### src/rtl/btb_update_ctrl_pkg.sv
// Shared types for the BTB write-side update controller.
package btb_update_ctrl_pkg;

    typedef logic [15:0] lc3b_word;

    typedef enum logic [1:0] {
        BTB_UPD_IDLE,
        BTB_UPD_LOOKUP,
        BTB_UPD_WRITE
    } btb_upd_state_t;

    typedef struct packed {
        lc3b_word pc;
        lc3b_word target;
    } btb_upd_entry_t;

    // Tree pseudo-LRU victim: lru[0] picks the pair, lru[1]/lru[2] the way within it.
    function automatic logic [1:0] plru_victim(input logic [2:0] lru);
        logic [1:0] v;
        if (!lru[0]) v = lru[1] ? 2'd1 : 2'd0;
        else         v = lru[2] ? 2'd3 : 2'd2;
        return v;
    endfunction

endpackage

### src/rtl/btb_update_ctrl_victim_sel.sv
// Way selection for a BTB update: lowest matching way on a hit, PLRU victim on a miss.
module btb_victim_sel
    import btb_update_ctrl_pkg::*;
(
    input  logic       wb_hit,
    input  logic       wb_comp0,
    input  logic       wb_comp1,
    input  logic       wb_comp2,
    input  logic       wb_comp3,
    input  logic [2:0] lru_out,
    output logic [1:0] way
);

    // Priority-encode the tag compares on a hit, otherwise decode the LRU tree.
    always_comb begin
        way = 2'd0;
        if (wb_hit) begin
            if      (wb_comp0) way = 2'd0;
            else if (wb_comp1) way = 2'd1;
            else if (wb_comp2) way = 2'd2;
            else if (wb_comp3) way = 2'd3;
        end else begin
            way = plru_victim(lru_out);
        end
    end

endmodule

### src/rtl/btb_update_ctrl.sv
// BTB write-side controller: queues resolved taken branches and turns each
// into a lookup cycle followed by a one-hot way write plus LRU update.
module btb_update_ctrl
    import btb_update_ctrl_pkg::*;
#(
    parameter int unsigned QDEPTH = 4
) (
    input  logic        clk,
    input  logic        rst_n,
    input  logic        br_valid,
    input  logic        br_taken,
    input  logic [15:0] br_pc,
    input  logic [15:0] br_target,
    output logic        br_ready,
    input  logic        wb_hit,
    input  logic        wb_comp0_out,
    input  logic        wb_comp1_out,
    input  logic        wb_comp2_out,
    input  logic        wb_comp3_out,
    input  logic [2:0]  lru_out,
    output logic        wb_enable,
    output logic [15:0] old_pc_addr,
    output logic [15:0] wb_addr,
    output logic        way0_write,
    output logic        way1_write,
    output logic        way2_write,
    output logic        way3_write,
    output logic        lru_load,
    output logic        upd_busy
);

    localparam int unsigned PW = $clog2(QDEPTH);
    localparam int unsigned CW = PW + 1;

    btb_upd_entry_t q_mem [QDEPTH];
    logic [PW-1:0]  wr_ptr;
    logic [PW-1:0]  rd_ptr;
    logic [CW-1:0]  count;
    logic           push;
    logic           pop;
    logic           full;
    btb_upd_entry_t head;

    btb_upd_state_t state;
    btb_upd_state_t state_next;
    logic [1:0]     way_q;
    logic [1:0]     victim_way;
    logic           wr_active;

    assign full      = (count == CW'(QDEPTH));
    assign br_ready  = !full;
    assign push      = br_valid && br_ready && br_taken;
    assign pop       = (state == BTB_UPD_WRITE);
    assign head      = q_mem[rd_ptr];
    assign old_pc_addr = head.pc;
    assign wb_addr     = head.target;

    // Update queue: storage, wrapping pointers and occupancy count.
    always_ff @(posedge clk) begin
        if (!rst_n) begin
            q_mem  <= '{default: '0};
            wr_ptr <= '0;
            rd_ptr <= '0;
            count  <= '0;
        end else begin
            if (push) begin
                q_mem[wr_ptr] <= '{pc: br_pc, target: br_target};
                wr_ptr        <= wr_ptr + 1'b1;
            end
            if (pop) begin
                rd_ptr <= rd_ptr + 1'b1;
            end
            count <= count + CW'(push) - CW'(pop);
        end
    end

    btb_victim_sel u_victim_sel (
        .wb_hit   (wb_hit),
        .wb_comp0 (wb_comp0_out),
        .wb_comp1 (wb_comp1_out),
        .wb_comp2 (wb_comp2_out),
        .wb_comp3 (wb_comp3_out),
        .lru_out  (lru_out),
        .way      (victim_way)
    );

    // FSM state register and the way captured at the end of LOOKUP.
    always_ff @(posedge clk) begin
        if (!rst_n) begin
            state <= BTB_UPD_IDLE;
            way_q <= '0;
        end else begin
            state <= state_next;
            if (state == BTB_UPD_LOOKUP) begin
                way_q <= victim_way;
            end
        end
    end

    // Next-state logic; WRITE decides on the registered count, so an enqueue
    // landing in the same cycle as the last pop is picked up from IDLE.
    always_comb begin
        state_next = state;
        wb_enable  = 1'b0;
        case (state)
            BTB_UPD_IDLE: begin
                if (count != '0) state_next = BTB_UPD_LOOKUP;
            end
            BTB_UPD_LOOKUP: begin
                wb_enable  = 1'b1;
                state_next = BTB_UPD_WRITE;
            end
            BTB_UPD_WRITE: begin
                wb_enable  = 1'b1;
                state_next = (count > CW'(1)) ? BTB_UPD_LOOKUP : BTB_UPD_IDLE;
            end
            default: state_next = BTB_UPD_IDLE;
        endcase
    end

    // Write strobes are masked by rst_n so a reset cycle can never issue a write.
    assign wr_active  = (state == BTB_UPD_WRITE) && rst_n;
    assign way0_write = wr_active && (way_q == 2'd0);
    assign way1_write = wr_active && (way_q == 2'd1);
    assign way2_write = wr_active && (way_q == 2'd2);
    assign way3_write = wr_active && (way_q == 2'd3);
    assign lru_load   = wr_active;
    assign upd_busy   = wb_enable;

endmodule

### config.mk
export PLATFORM = sky130hd
export DESIGN_NAME = btb_update_ctrl
export DESIGN_NICKNAME = d
export VERILOG_FILES = /design/src/rtl/btb_update_ctrl_pkg.sv /design/src/rtl/btb_update_ctrl_victim_sel.sv /design/src/rtl/btb_update_ctrl.sv
export SDC_FILE = /design/constraint.sdc
export NUM_CORES = 1
export LEC_CHECK = 0
export CAP_MARGIN = 20
export CORE_AREA = 2 2 110 123
export DETAILED_ROUTE_END_ITERATION = 6
export DIE_AREA = 0 0 112 125
export GPL_TIMING_DRIVEN = 0
export PLACE_DENSITY = 0.84
export RECOVER_POWER = 100
export SYNTH_ARGS = -nofsm -noshare
export SYNTH_HDL_FRONTEND = slang
export SYNTH_SLANG_ARGS = --single-unit
### constraint.sdc
create_clock -name clk -period 2.1 [get_ports clk]
set_clock_uncertainty 0.15 [all_clocks]
set_input_delay 0.21 -clock clk [delete_from_list [all_inputs] [get_ports clk]]
set_output_delay 0.21 -clock clk [all_outputs]
set_load 0.05 [all_outputs]
==> flow_summary.yaml, run 1 <==
final_layout:
  nNetsFinal: 746
  fill_cells: 934
  regArea_um2: 2790
  drive_above_1_share_pct: 21.9
  syn_to_final_growth_pct: 31.6
  multi_input_comb_area_um2: 3100
  antenna_cells: 0
critical_path:
  worstPathCellList: "buf_12, buf_12, buf_16, mux4_2, buf_8"
  cpMaxStageDelayCell: "mux4_2"
  worst_path_most_repeated_cell: "buf_12"
  critPathKind: "reg -> out"
  ff2ff_path_depth: 8
  cp-start-kind: "flop"
  end_kind: "output port"
  rrSetupSlack_ns: 0.07
  critPathTopFamily: "buffers and inverters"
  r2r_start: "count[0]"
  worst-path-buf-inv: 4
  worstPathMaxFanout: 6
  reg2reg_to: "count[1]"
  cp_slowest_stage_delay_ns: 0.54
  worst_ep_arrival_time_ns: 1.86
  crit_required_ns: 1.74
detailed_routing:
  antenna_left: 0
  routed_wl_mm: 16.4
  via_per_inst: 5.54
  wl_per_cell_um: 19.0
  vias: 4780
  drc: 0
  drtIter0Drc: 304
  first_pass_iters: 7
logic_synthesis:
  synth.mux.area_fraction_pct: 32.5
  yosysSeqAreaShare_pct: 44.5
  syn_nets: 632
  synth_top_family_by_area: "multiplexers"
  synth_area_per_cell_um2: 10.9
  synth_commonest_cells: "nand2_1 (166), dfxtp_1 (139), mux2i_1 (131)"
  synth_ff_type: "dfxtp_1"
  synth_cell_types: 33
  synth_top_area_share_pct: 44.5
  synth-edff-count: 0
  synth-adder-area-share_pct: 2.72
  netlist_instances: 575
  synth_warnings: 0
  synth-seq-cells: 139
  post-synth-top-area-cell: "dfxtp_1"
  yosysMostFrequentCell: "nand2_1"
  synthArstFlopShare_pct: 0
  synth_area_um2: 6260
  yosys.area_share.simple_pct: 12.6
  synthTopCellsByArea: "dfxtp_1 (44%), mux2i_1 (21%), mux4_2 (12%), nand2_1 (10%), buf_8 (2.9%)"
  synth_compound_area_share_pct: 0.820
  synth-xor-area-share_pct: 0.420
timing:
  setup_ws_ns: -0.116
  post-route-period-util_pct: 106
  min_period_ns: 2.22
  rsz0062_at_grt: "yes"
  setup_tns_ns: -1.51
  hold_violations: 0
  max_freq_ghz: 0.451
  final-setup-viol-count: 20
  drv_slew: 0
  slew_headroom_pct: 56.0
  worst_slew_pin_slew_ns: 0.660
grt:
  grt_pass1_wl_mm: 26.3
  grt_use_total_pct: 23.8
  grt_pass1_vias: 5230
  grt_antenna_before_repair: 0
  grt_max_degree: 17
  gr-total-overflow: 0
power:
  leakagePower_uw: 0.00304
  power_density_nw_per_um2: 970
  power.total_uw: 7990
  peakVddDrop_uv: 638
die:
  die_x_um: 112
  io_pins: 84
  die_h_um: 125
  rows: 44
  placeableCoreArea_um2: 12900
  dieArea_um2: 14000
  start_util_pct: 48.6
clock_network:
  clkSinkCount: 139
  cts_tree: "built"
  cts-htree-levels: 4
  root_buffer: "clkbuf_16"
  clockBufferDepth: 2
  cts_buffers: 17
  insertion_delay_ns: 0.42
  path_clk_slew_ns: 0.06
worst_hold_path:
  worstHoldStart: "rst_n"
  hold_end: "way_q[0]"
  hold_class: "in -> reg"
  whs_path_depth: 4
placed_design:
  gp_congestion: 0.764
  portBuffers: 82
  dp_hpwl_mm: 10.5
outcome:
  status: "finished, violations left"
  violations: "negative setup slack"
run:
  cap_violations: 0
==> layout make-up <==
| class | instances | share of cell area [%] |
|---|---|---|
| clock buffer | 21 | 5.71 |
| sequential | 139 | 33.8 |
| multi-input combinational | 378 | 37.6 |
| timing repair buffer | 95 | 11.8 |
| inverter | 14 | 0.638 |
| tap | 161 | 2.44 |
| buffer | 44 | 5.38 |
| clock inverter | 11 | 2.60 |
==> worst min-delay path, cell delays in order <==
cell     delay (ns)
buf_2          0.17
nand2_1        0.08
or3_1          0.10
nand3_1        0.05
==> where the power goes <==
group	total, uW	leakage, uW	switching [uW]	internal, uW
registers	2870	0.00113	105	2770
clock network	3460	0.000329	1140	2320
logic	1650	0.00158	951	703
total	7990	0.00304	2200	5790
==> registers in the layout (all words and copies together), names as in the netlist <==
| register | count |
|---|---|
| wr_ptr | 2 |
| rd_ptr | 2 |
| way_q | 2 |
| state | 2 |
| q_mem | 128 |
| count | 3 |
==> how the worst max path moves through the flow <==
stage | to | cells after the start | start
after detailed placement | old_pc_addr[2] | 5 | rd_ptr[0]
final | wb_addr[12] | 5 | rd_ptr[1]
after floorplan | way3_write | 5 | state[0]
after global placement | old_pc_addr[2] | 5 | rd_ptr[0]
after CTS | wb_addr[12] | 5 | rd_ptr[1]
after global routing | wb_addr[12] | 5 | rd_ptr[1]
==> layout by cell type, fill, tap and decap left out, types with 3 or more instances in the layout <==
master	instances
nand2_1	165
dfxtp_1	137
mux2i_1	131
clkdlybuf4s50_1	42
mux4_2	32
buf_6	27
clkbuf_16	17
buf_8	16
clkbuf_1	16
inv_1	14
buf_2	13
buf_4	12
ha_1	11
buf_12	9
bufinv_16	6
nor3b_1	4
nor2_1	4
clkbuf_8	3
==> cells by family after synthesis <==
group,Yosys count
fa+ha+maj,13
mux,163
compound gates,8
simple gates,191
xor+xnor,3
flops,139
buf+inv,58
==> metrics by stage <==
step	area, um2	hold slack [ns]	setup slack (ns)	utilization [%]	cells
after global routing	8240	0.127	-0.136	64.0	863
after global placement	7300	0.288	-0.418	56.6	818
after CTS	8200	0.0857	-0.128	63.7	857
final	8240	0.0839	-0.116	64.0	863
after floorplan	6270	0.227	0.0878	-	575
after detailed placement	7300	0.297	-0.452	56.6	818
==> metal layers <==
| layer | wire, um | track usage [%] | vias up |
|---|---|---|---|
| li1 | - | - | 2193 |
| met1 | 6560 | 28.1 | 2374 |
| met2 | 8470 | 41.3 | 170 |
| met3 | 906 | 5.77 | 43 |
| met4 | 465 | 10.3 | 0 |
| met5 | 0 | 0 | - |
==> repair_timing <==
action | in CTS | in global routing
cloned | 3 | 0
hold buffers | 0 | 0
endpoints found under the setup margin | 42 | 31
pin swaps | 0 | 1
setup buffers | 4 | 8
endpoints found under the hold margin | 0 | 0
resized for setup | 273 | 5
Power figures use the tool's default switching activity.
==> run 2: changes to the inputs <==
==> constraint.sdc (replaced) <==
create_clock -name clk -period 2.1 [get_ports clk]
set_clock_uncertainty 0.15 [all_clocks]
set_input_delay 0.21 -clock clk [delete_from_list [all_inputs] [get_ports clk]]
set_output_delay 0.21 -clock clk [all_outputs]
set_load 0.01 [all_outputs]
==> flow_summary.yaml, run 2 (synthesis gave the netlist of run 1 again) <==
outcome:
  status: "finished, violations left"
  violations: "negative setup slack"
detailed_routing:
  drc: 0
  wl_per_cell_um: 19.2
  drtIter0Drc: 313
  first_pass_iters: 4
  via_per_inst: 5.61
  vias: 4872
  antenna_left: 0
  routed_wl_mm: 16.7
grt:
  grt_max_degree: 17
  grt_pass1_vias: 5352
  grt_antenna_before_repair: 0
  grt_pass1_wl_mm: 26.7
  grt_use_total_pct: 24.3
  gr-total-overflow: 0
clock_network:
  cts_tree: "built"
  path_clk_slew_ns: 0.06
  root_buffer: "clkbuf_16"
  clkSinkCount: 139
  clockBufferDepth: 2
  cts-htree-levels: 4
  cts_buffers: 17
  insertion_delay_ns: 0.42
timing:
  slew_headroom_pct: 55.3
  worst_slew_pin_slew_ns: 0.670
  setup_ws_ns: -0.0517
  rsz0062_at_grt: "yes"
  min_period_ns: 2.15
  hold_violations: 0
  drv_slew: 0
  max_freq_ghz: 0.465
  final-setup-viol-count: 14
  post-route-period-util_pct: 102
die:
  start_util_pct: 48.6
  die_x_um: 112
  placeableCoreArea_um2: 12900
  die_h_um: 125
  io_pins: 84
  dieArea_um2: 14000
  rows: 44
placed_design:
  gp_congestion: 0.771
  portBuffers: 82
  dpl_cell_area_um2: 7280
  dp_hpwl_mm: 10.6
critical_path:
  worstPathMaxFanout: 7
  crit_required_ns: 1.74
  cp-start-kind: "flop"
  critPathKind: "reg -> out"
  end_kind: "output port"
  worst_ep_arrival_time_ns: 1.79
run:
  cap_violations: 0
final_layout:
  top_regs: "q_mem (128), count (3)"
  syn_to_final_growth_pct: 28.0
  antenna_cells: 0
  final_cell_mix: "nand2_1 (165), dfxtp_1 (136), mux2i_1 (131)"
  final_common_cell: "nand2_1"
  final_area_um2: 8010
  drive_above_1_share_pct: 20.5
  largest_reg_flops: 128
  nNetsFinal: 751
  regMostFlops: "q_mem"
  final_util_pct: 62.2
power:
  power_density_nw_per_um2: 915
  peakVddDrop_uv: 545
  leakagePower_uw: 0.00299
worst_hold_path:
  hold_class: "in -> reg"
run 2: changes by cell type in the layout (fill, tap and decap cells not counted), moves of 4 or more:
cell / delta
buf_8: -10
buf_2: +7
clkbuf_2: +4
buf_6: -7
dlygate4sd2_1: +4
run 2: repair_timing:
action	4_1_cts	5_1_grt
gates resized for setup	163	22
endpoints found under the setup margin	41	26
gates cloned	2	0
pin swaps	1	1
hold buffers	0	0
setup buffers	12	8
run 2: worst paths after layout:
path              cells past startpoint  slack [ns]        endpoint  startpoint
setup / recovery                      5       -0.05  old_pc_addr[8]   rd_ptr[1]
setup reg to reg                      9        0.05        count[2]    count[2]
hold reg to reg                       2        0.31       q_mem[91]   q_mem[91]
hold / removal                        4        0.08        way_q[0]       rst_n
run 2: per-layer routing:
metal | share of wire (%) | global-route usage (%)
met5 | 0 | 0
met1 | 39 | 27.9
met4 | 2.9 | 11.9
met3 | 6.5 | 3.88
met2 | 52 | 44.0
run 2: final cells by class:
class / instances / area [um2]
Timing Repair Buffer: 102 / 950
Clock inverter: 12 / 170
Fill cell: 963 / 4870
Tap cell: 161 / 201
Multi-Input combinational cell: 378 / 3080
Sequential cell: 139 / 2790
Buffer: 42 / 318
Clock buffer: 20 / 457
Inverter: 14 / 52.6
run 2: worst max-delay path: stages (launching register included):
cell	delay (ns)
dfxtp_2	0.34
buf_12	0.13
buf_12	0.11
buf_8	0.10
mux4_2	0.53
buf_6	0.15
run 2: metrics by stage:
step           cells  setup TNS, ns  hold slack (ns)  setup WS (ns)  power, uW
2_1_floorplan    575              0            0.227          0.105       3670
3_3_place_gp     818          -3.76            0.288         -0.305       4120
3_5_place_dp     818          -4.15            0.299         -0.344       4160
4_1_cts          864         -0.876           0.0700         -0.151       7330
5_1_grt          868          -1.96            0.124        -0.0833       7570
6_report         868         -0.281           0.0832        -0.0517       7330
run 2: power breakdown:
group / total, uW / internal (uW) / leakage (uW) / switching [uW]
clock network: 3170 / 2040 / 0.000298 / 1130
logic: 1290 / 656 / 0.00156 / 638
registers: 2870 / 2770 / 0.00113 / 95.8
==> run 3: changes to the inputs <==
--- a/config.mk
+++ b/config.mk
@@ -5,7 +5,6 @@
 export SDC_FILE = /design/constraint.sdc
 export NUM_CORES = 1
 export LEC_CHECK = 0
-export CAP_MARGIN = 20
 export CORE_AREA = 2 2 110 123
 export DETAILED_ROUTE_END_ITERATION = 6
 export DIE_AREA = 0 0 112 125
==> results of run 3 <==
Final layout, timing and power as in run 2 (identical DEF).
